File: config.mk
export PLATFORM = sky130hd
export DESIGN_NAME = fetch_buffer
export DESIGN_NICKNAME = d
export VERILOG_FILES = /design/src/rtl/fetch_buffer_pkg.sv /design/src/rtl/fetch_buffer_fifo.sv /design/src/rtl/fetch_buffer.sv
export SDC_FILE = /design/constraint.sdc
export NUM_CORES = 1
export LEC_CHECK = 0
export BUFFER_PORTS_ARGS = -buffer_cell sky130_fd_sc_hd__buf_2
export CAP_MARGIN = 20
export CORE_AREA = 5 5 139 167
export CTS_CLUSTER_SIZE = 40
export DETAILED_ROUTE_END_ITERATION = 7
export DIE_AREA = 0 0 144 172
export PLACE_DENSITY = 0.9
export SYNTH_ARGS = -nofsm -noshare
export SYNTH_HDL_FRONTEND = slang
export SYNTH_SLANG_ARGS = --single-unit
File: constraint.sdc
create_clock -name clk -period 2.85 [get_ports clk]
set_clock_uncertainty 0.2 [all_clocks]
set_input_delay 0.57 -clock clk [delete_from_list [all_inputs] [get_ports clk]]
set_output_delay 0.57 -clock clk [all_outputs]
set_load 0.1 [all_outputs]
File: src/rtl/fetch_buffer_pkg.sv
// Shared encodings for the instruction-fetch buffer: control codes, bus widths, FSM states.
package fetch_buffer_pkg;

   localparam int unsigned AddrBus = 64;
   localparam int unsigned InstBus = 32;

   localparam logic [1:0] CTRL_STATE_Default = 2'd0;
   localparam logic [1:0] CTRL_STATE_Branch  = 2'd1;
   localparam logic [1:0] CTRL_STATE_Stalled = 2'd2;

   typedef enum logic [1:0] {
      IDLE = 2'd0,
      REQ  = 2'd1,
      WAIT = 2'd2,
      DROP = 2'd3
   } fetch_state_t;

endpackage

File: src/rtl/fetch_buffer_fifo.sv
// Synchronous FIFO holding {pc, instruction} pairs; flush empties it and wins over push/pop.
module fetch_fifo
   import fetch_buffer_pkg::*;
#(
   parameter int unsigned DEPTH = 2,
   parameter int unsigned WIDTH = AddrBus + InstBus
) (
   input  logic                     clk,
   input  logic                     rst,
   input  logic                     push_i,
   input  logic [WIDTH-1:0]         data_i,
   input  logic                     pop_i,
   input  logic                     flush_i,
   output logic [WIDTH-1:0]         head_o,
   output logic                     valid_o,
   output logic [$clog2(DEPTH):0]   count_o
);

   localparam int unsigned PtrW = $clog2(DEPTH);
   localparam int unsigned CntW = PtrW + 1;

   logic [WIDTH-1:0] mem_q [DEPTH];
   logic [WIDTH-1:0] mem_d [DEPTH];
   logic [PtrW-1:0]  rd_ptr_q, rd_ptr_d;
   logic [PtrW-1:0]  wr_ptr_q, wr_ptr_d;
   logic [CntW-1:0]  count_q, count_d;
   logic             valid_q, valid_d;
   logic             pop_en;

   // Pointers rely on DEPTH being a power of two to wrap naturally.
   always_comb begin
      mem_d    = mem_q;
      rd_ptr_d = rd_ptr_q;
      wr_ptr_d = wr_ptr_q;
      count_d  = count_q;
      pop_en   = pop_i && (count_q != '0);
      if (flush_i) begin
         rd_ptr_d = '0;
         wr_ptr_d = '0;
         count_d  = '0;
      end else begin
         if (push_i) begin
            mem_d[wr_ptr_q] = data_i;
            wr_ptr_d        = wr_ptr_q + PtrW'(1);
         end
         if (pop_en) begin
            rd_ptr_d = rd_ptr_q + PtrW'(1);
         end
         case ({push_i, pop_en})
            2'b10:   count_d = count_q + CntW'(1);
            2'b01:   count_d = count_q - CntW'(1);
            default: count_d = count_q;
         endcase
      end
      valid_d = (count_d != '0);
   end

   always_ff @(posedge clk) begin
      if (rst) begin
         for (int i = 0; i < int'(DEPTH); i++) begin
            mem_q[i] <= '0;
         end
         rd_ptr_q <= '0;
         wr_ptr_q <= '0;
         count_q  <= '0;
         valid_q  <= 1'b0;
      end else begin
         mem_q    <= mem_d;
         rd_ptr_q <= rd_ptr_d;
         wr_ptr_q <= wr_ptr_d;
         count_q  <= count_d;
         valid_q  <= valid_d;
      end
   end

   assign head_o  = mem_q[rd_ptr_q];
   assign valid_o = valid_q;
   assign count_o = count_q;

   // Issue reserves a slot, so a push can never land on a full FIFO.
   assert property (@(posedge clk) disable iff (rst)
                    !(push_i && !flush_i && (count_q == CntW'(DEPTH))))
      else $error("fetch_fifo: push into full FIFO");

endmodule

File: src/rtl/fetch_buffer.sv
// Fetch stage: one outstanding I-cache request, {pc, inst} queue to decode, branch flush.
// Optional performance counters are enabled by defining FETCH_BUFFER_PERF_EN.
module fetch_buffer
   import fetch_buffer_pkg::*;
#(
   parameter int unsigned DEPTH  = 2,
   parameter int unsigned ADDR_W = AddrBus,
   parameter int unsigned INST_W = InstBus
) (
   input  logic              clk,
   input  logic              rst,
   input  logic [1:0]        ctrl_signal_i,
   input  logic [ADDR_W-1:0] pc_i,
   output logic              icache_req_valid_o,
   input  logic              icache_req_ready_i,
   output logic [ADDR_W-1:0] icache_addr_o,
   input  logic              icache_resp_valid_i,
   input  logic [INST_W-1:0] icache_resp_data_i,
   output logic              inst_valid_o,
   input  logic              inst_ready_i,
   output logic [INST_W-1:0] inst_o,
   output logic [ADDR_W-1:0] inst_pc_o,
   output logic              fetch_busy_o
`ifdef FETCH_BUFFER_PERF_EN
   ,
   output logic [31:0]       perf_stall_cnt_o,
   output logic [31:0]       perf_drop_cnt_o
`endif
);

   localparam int unsigned EntW = ADDR_W + INST_W;
   localparam int unsigned CntW = $clog2(DEPTH) + 1;

   fetch_state_t      state_q, state_d;
   logic [ADDR_W-1:0] req_pc_q, req_pc_d;
   logic              kill_q, kill_d;
   logic              req_valid_q, req_valid_d;
   logic              busy_q, busy_d;
   logic              branch, stalled, full, push;
   logic [EntW-1:0]   head;
   logic [CntW-1:0]   count;
   logic              fifo_valid;

   assign branch  = (ctrl_signal_i == CTRL_STATE_Branch);
   assign stalled = (ctrl_signal_i == CTRL_STATE_Stalled);
   assign full    = (count == CntW'(DEPTH));

   // A branch during REQ cannot retract the request, so it marks the response as stale.
   always_comb begin
      state_d  = state_q;
      req_pc_d = req_pc_q;
      kill_d   = kill_q;
      push     = 1'b0;
      case (state_q)
         IDLE: begin
            if (!branch && !stalled && !full) begin
               state_d  = REQ;
               req_pc_d = pc_i;
            end
         end
         REQ: begin
            if (branch) begin
               kill_d = 1'b1;
            end
            if (icache_req_ready_i) begin
               state_d = (kill_q || branch) ? DROP : WAIT;
            end
         end
         WAIT: begin
            if (icache_resp_valid_i) begin
               push    = !branch;
               state_d = IDLE;
            end else if (branch) begin
               state_d = DROP;
            end
         end
         DROP: begin
            if (icache_resp_valid_i) begin
               kill_d  = 1'b0;
               state_d = IDLE;
            end
         end
         default: state_d = IDLE;
      endcase
      req_valid_d = (state_d == REQ);
      busy_d      = (state_d != IDLE);
   end

   always_ff @(posedge clk) begin
      if (rst) begin
         state_q     <= IDLE;
         req_pc_q    <= '0;
         kill_q      <= 1'b0;
         req_valid_q <= 1'b0;
         busy_q      <= 1'b0;
      end else begin
         state_q     <= state_d;
         req_pc_q    <= req_pc_d;
         kill_q      <= kill_d;
         req_valid_q <= req_valid_d;
         busy_q      <= busy_d;
      end
   end

   fetch_fifo #(
      .DEPTH (DEPTH),
      .WIDTH (EntW)
   ) u_fifo (
      .clk     (clk),
      .rst     (rst),
      .push_i  (push),
      .data_i  ({req_pc_q, icache_resp_data_i}),
      .pop_i   (inst_ready_i),
      .flush_i (branch),
      .head_o  (head),
      .valid_o (fifo_valid),
      .count_o (count)
   );

   assign icache_req_valid_o = req_valid_q;
   assign icache_addr_o      = req_pc_q;
   assign fetch_busy_o       = busy_q;
   assign inst_valid_o       = fifo_valid;
   assign inst_pc_o          = head[EntW-1:INST_W];
   assign inst_o             = head[INST_W-1:0];

`ifdef FETCH_BUFFER_PERF_EN
   logic        stall_evt, drop_evt;
   logic [31:0] stall_cnt_q, stall_cnt_d;
   logic [31:0] drop_cnt_q, drop_cnt_d;

   assign stall_evt = (state_q == IDLE) && (stalled || full);
   assign drop_evt  = icache_resp_valid_i &&
                      ((state_q == DROP) || ((state_q == WAIT) && branch));

   always_comb begin
      stall_cnt_d = stall_cnt_q + 32'(stall_evt);
      drop_cnt_d  = drop_cnt_q + 32'(drop_evt);
   end

   always_ff @(posedge clk) begin
      if (rst) begin
         stall_cnt_q <= '0;
         drop_cnt_q  <= '0;
      end else begin
         stall_cnt_q <= stall_cnt_d;
         drop_cnt_q  <= drop_cnt_d;
      end
   end

   assign perf_stall_cnt_o = stall_cnt_q;
   assign perf_drop_cnt_o  = drop_cnt_q;
`endif

endmodule

==> out/results.tsv <==
stage	metric	value	unit
synthesis	synth_top_family_by_area	compound AO/OA/AOI/OAI gates	
floorplan	core_region_area	21500	um^2
synthesis	postSynth.asyncResetShare	0	%
timing	finalMaxSlewViolations	0	
global_routing	grt.overflow.total	0	
worst_setup_path	startpoint_type	register	
timing	timing.final.ws_setup	0.191	ns
synthesis	synth-compound-area-share	23.4	%
min_path	holdCritPathClass	in -> reg	
global_routing	grt_pass1_vias	10281	
worst_setup_path	required	2.08	ns
power_and_ir_drop	p_sw	2.66	mW
power_and_ir_drop	p_seq_share	43.1	%
final_layout	final_nets	1595	
power_and_ir_drop	leakage	5.27	nW
synthesis	syn_nets	1432	
synthesis	syn_inst	1327	
timing	rsz0062_at_grt	false	
run_status	status	completed	
global_routing	grt_max_degree	194	
power_and_ir_drop	vdd_drop_max	0.562	mV
power_and_ir_drop	comb_power_share	14.7	%
worst_setup_path	cp-end-kind	output port	
cts	cts_buffer_depth	3	
power_and_ir_drop	power_density	673	nW/um^2
global_routing	antenna_found_initial	2	
job	drv_cap	0	
power_and_ir_drop	clock_power_share	42.2	%
worst_setup_path	cp.arrival	1.89	ns
timing	period_share	93.3	%
synthesis	avgSynthCellArea	8.54	um^2
floorplan	die_h	172	um
placement	port_buffers	265	
timing	tns	0	ns
synthesis	synth-seq-cells	266	
timing	layout_min_cycle_time	2.66	ns
timing	worst_slew_pin_slew	0.813	ns
route	drcViolationCount	0	
cts	insertion_delay	0.53	ns
synthesis	synth_cell_types	34	
cts	htree_num_levels	1	
global_routing	grtUsageTotal	24.4	%
synthesis	synth_top_cell_by_area	dfxtp_1	
timing	hold_viol_final	0	
synthesis	synth_mux_area_share	9.73	%
synthesis	netlist_area	11300	um^2
synthesis	synthXorXnorAreaFrac	0.155	%
worst_setup_path	crit_slowest_cell	mux2_2	
floorplan	dieArea	24800	um^2
cts	cts_tree	done	
power_and_ir_drop	p_int	6.45	mW
final_layout	area_delta_synth_final	19.4	%
route	wl_per_cell	17.7	um
route	drt_wl_total	31600	um
worst_setup_path	cpPeakStageDelay	0.40	ns
placement	place_ws	0.268	ns
synthesis	synth_top_cells_by_area	dfxtp_1 (47%), a21oi_1 (12%), nand3_1 (11%)	
worst_setup_path	cp_cell_sequence	buf_12 > mux2_2 > buf_2	
synthesis	synth_common_cells	dfxtp_1 (266), a21oi_1 (262), nand3_1 (256), o21ai_0 (226), mux2_2 (97)	
route	drtAntennaViolNets	0	
synthesis	synthAdderAreaFrac	0.221	%
route	drtIter0Drc	895	
cts	cts.sinks	266	
floorplan	boundaryPins	266	
worst_setup_path	critical_path.max_fanout	42	
cts	cts-root-buf	clkbuf_16	
synthesis	synth-edff-count	0	
synthesis	netlist.area_leader.share	47.0	%
timing	slew_headroom	45.8	%
final_layout	n_fill_cell	1687	
route	dr_total_vias	10797	
synthesis	synthSimpleGateAreaFrac	12.3	%
final_layout	drive_gt1_share	29.3	%
timing	finalSetupViolCount	0	
synthesis	synth-seq-area-share	47.0	%
cts	path_clk_slew	0.06	ns
placement	hpwlAfterDp	19300	um
synthesis	synth_top_flop_cell	dfxtp_1	
floorplan	die_x	144	um
floorplan	rows	59	
placement	gp_congestion	0.847	
synthesis	yosysMostFrequentCell	dfxtp_1	
floorplan	start_util	52.7	%
timing	max_freq	376	MHz
power_and_ir_drop	switching_share	29.2	%
synthesis	yosys_warnings	0	
route	firstDrtPassIters	5	
cts	cts-resized-gates	0	
route	vias_per_cell	6.04	
worst_setup_path	criticalPathCategory	reg -> out	
global_routing	grt_pass1_wl	50800	um
cts	cts_buffers	27	
[worst max-delay path: cells and delay by family (launching register included)]
kind	cells	cell delay, ns
buf+inv	2	0.56
flops	1	0.39
mux	1	0.40
[registers in the layout, summed over array words and instances, names as in the netlist]
register,cells
fetch_busy_o,1
icache_req_valid_o,1
u_fifo.rd_ptr_q,1
icache_addr_o,64
u_fifo.count_o,2
u_fifo.mem_q,192
u_fifo.wr_ptr_q,1
u_fifo.valid_o,1
kill_q,1
state_q,2
[timing repair]
item | CTS | global route
buffers inserted | 1 | 0
endpoints found under the setup margin | 61 | 0
hold buffers | 0 | 0
[worst paths after layout]
path / depth (start not counted) / to / slack [ns] / startpoint
min: 3 / icache_addr_o[27] / 0.08 / pc_i[27]
max reg2reg: 5 / u_fifo.mem_q[183] / 0.72 / state_q[0]
max: 3 / inst_o[1] / 0.19 / u_fifo.rd_ptr_q
min reg2reg: 2 / u_fifo.mem_q[142] / 0.27 / u_fifo.mem_q[142]
[area by class of cell]
type                            instances  area, um^2  share of cell area [%]
Antenna cell                            2        5.00                  0.0370
Clock buffer                           39         821                    6.07
Sequential cell                       266        5330                    39.4
Timing Repair Buffer                  288        1630                    12.1
Multi-Input combinational cell        903        5200                    38.5
Inverter                                4        20.0                   0.148
Clock inverter                         11         173                    1.28
Tap cell                              274         343                    2.53
[routing by layer]
metal  routed length [um]  track usage, %  share of wire [%]
met3                 2360            4.04                7.5
met2                15700            41.0                 50
met5                   11               0              0.035
met1                12300            30.9                 39
met4                 1270            10.7                4.0
[logic make-up (layout without fill, tap and decap cells)]
family	after synthesis	after routing
simple gates	275	275
other cells	0	2
fa+ha+maj	2	2
buf+inv	158	342
mux	98	98
flops	266	266
compound gates	526	526
xor+xnor	2	2
[cells in the final DEF (no fill, tap or decap), types with 3 or more instances in the layout]
cell	synthesis	routed
o21ai_1	31	31
bufinv_16	0	4
buf_2	35	264
clkbuf_16	0	27
buf_12	0	10
mux2_2	97	97
inv_6	0	3
nor2_1	3	3
dfxtp_1	266	264
buf_4	0	13
nand2_1	5	5
clkbuf_8	0	10
o21ai_0	226	226
nand3_1	256	256
a21oi_1	262	262
[through the flow]
stage	cells	hold slack [ns]	total power [mW]	area, um^2	util (%)
final	1787	0.0847	9.10	13500	63.0
after global routing	1786	0.0754	9.40	13500	63.0
after CTS	1785	0.0700	9.15	13500	63.0
after detailed placement	1734	0.263	5.33	12500	58.3
after global placement	1734	0.256	5.31	12500	58.3
after floorplan	1327	0.250	5.04	11300	-
[power by group through the flow]
| stage | Clock [mW] | Sequential, mW | Combinational (mW) |
|---|---|---|---|
| floorplan | 0 | 4.59 | 0.449 |
| finish | 3.84 | 3.92 | 1.34 |
| global placement | 0 | 4.00 | 1.32 |
| CTS | 3.90 | 3.92 | 1.34 |
| detailed placement | 0 | 4.00 | 1.33 |
| global route | 4.06 | 3.93 | 1.41 |
(Power assumes the default switching activity.)
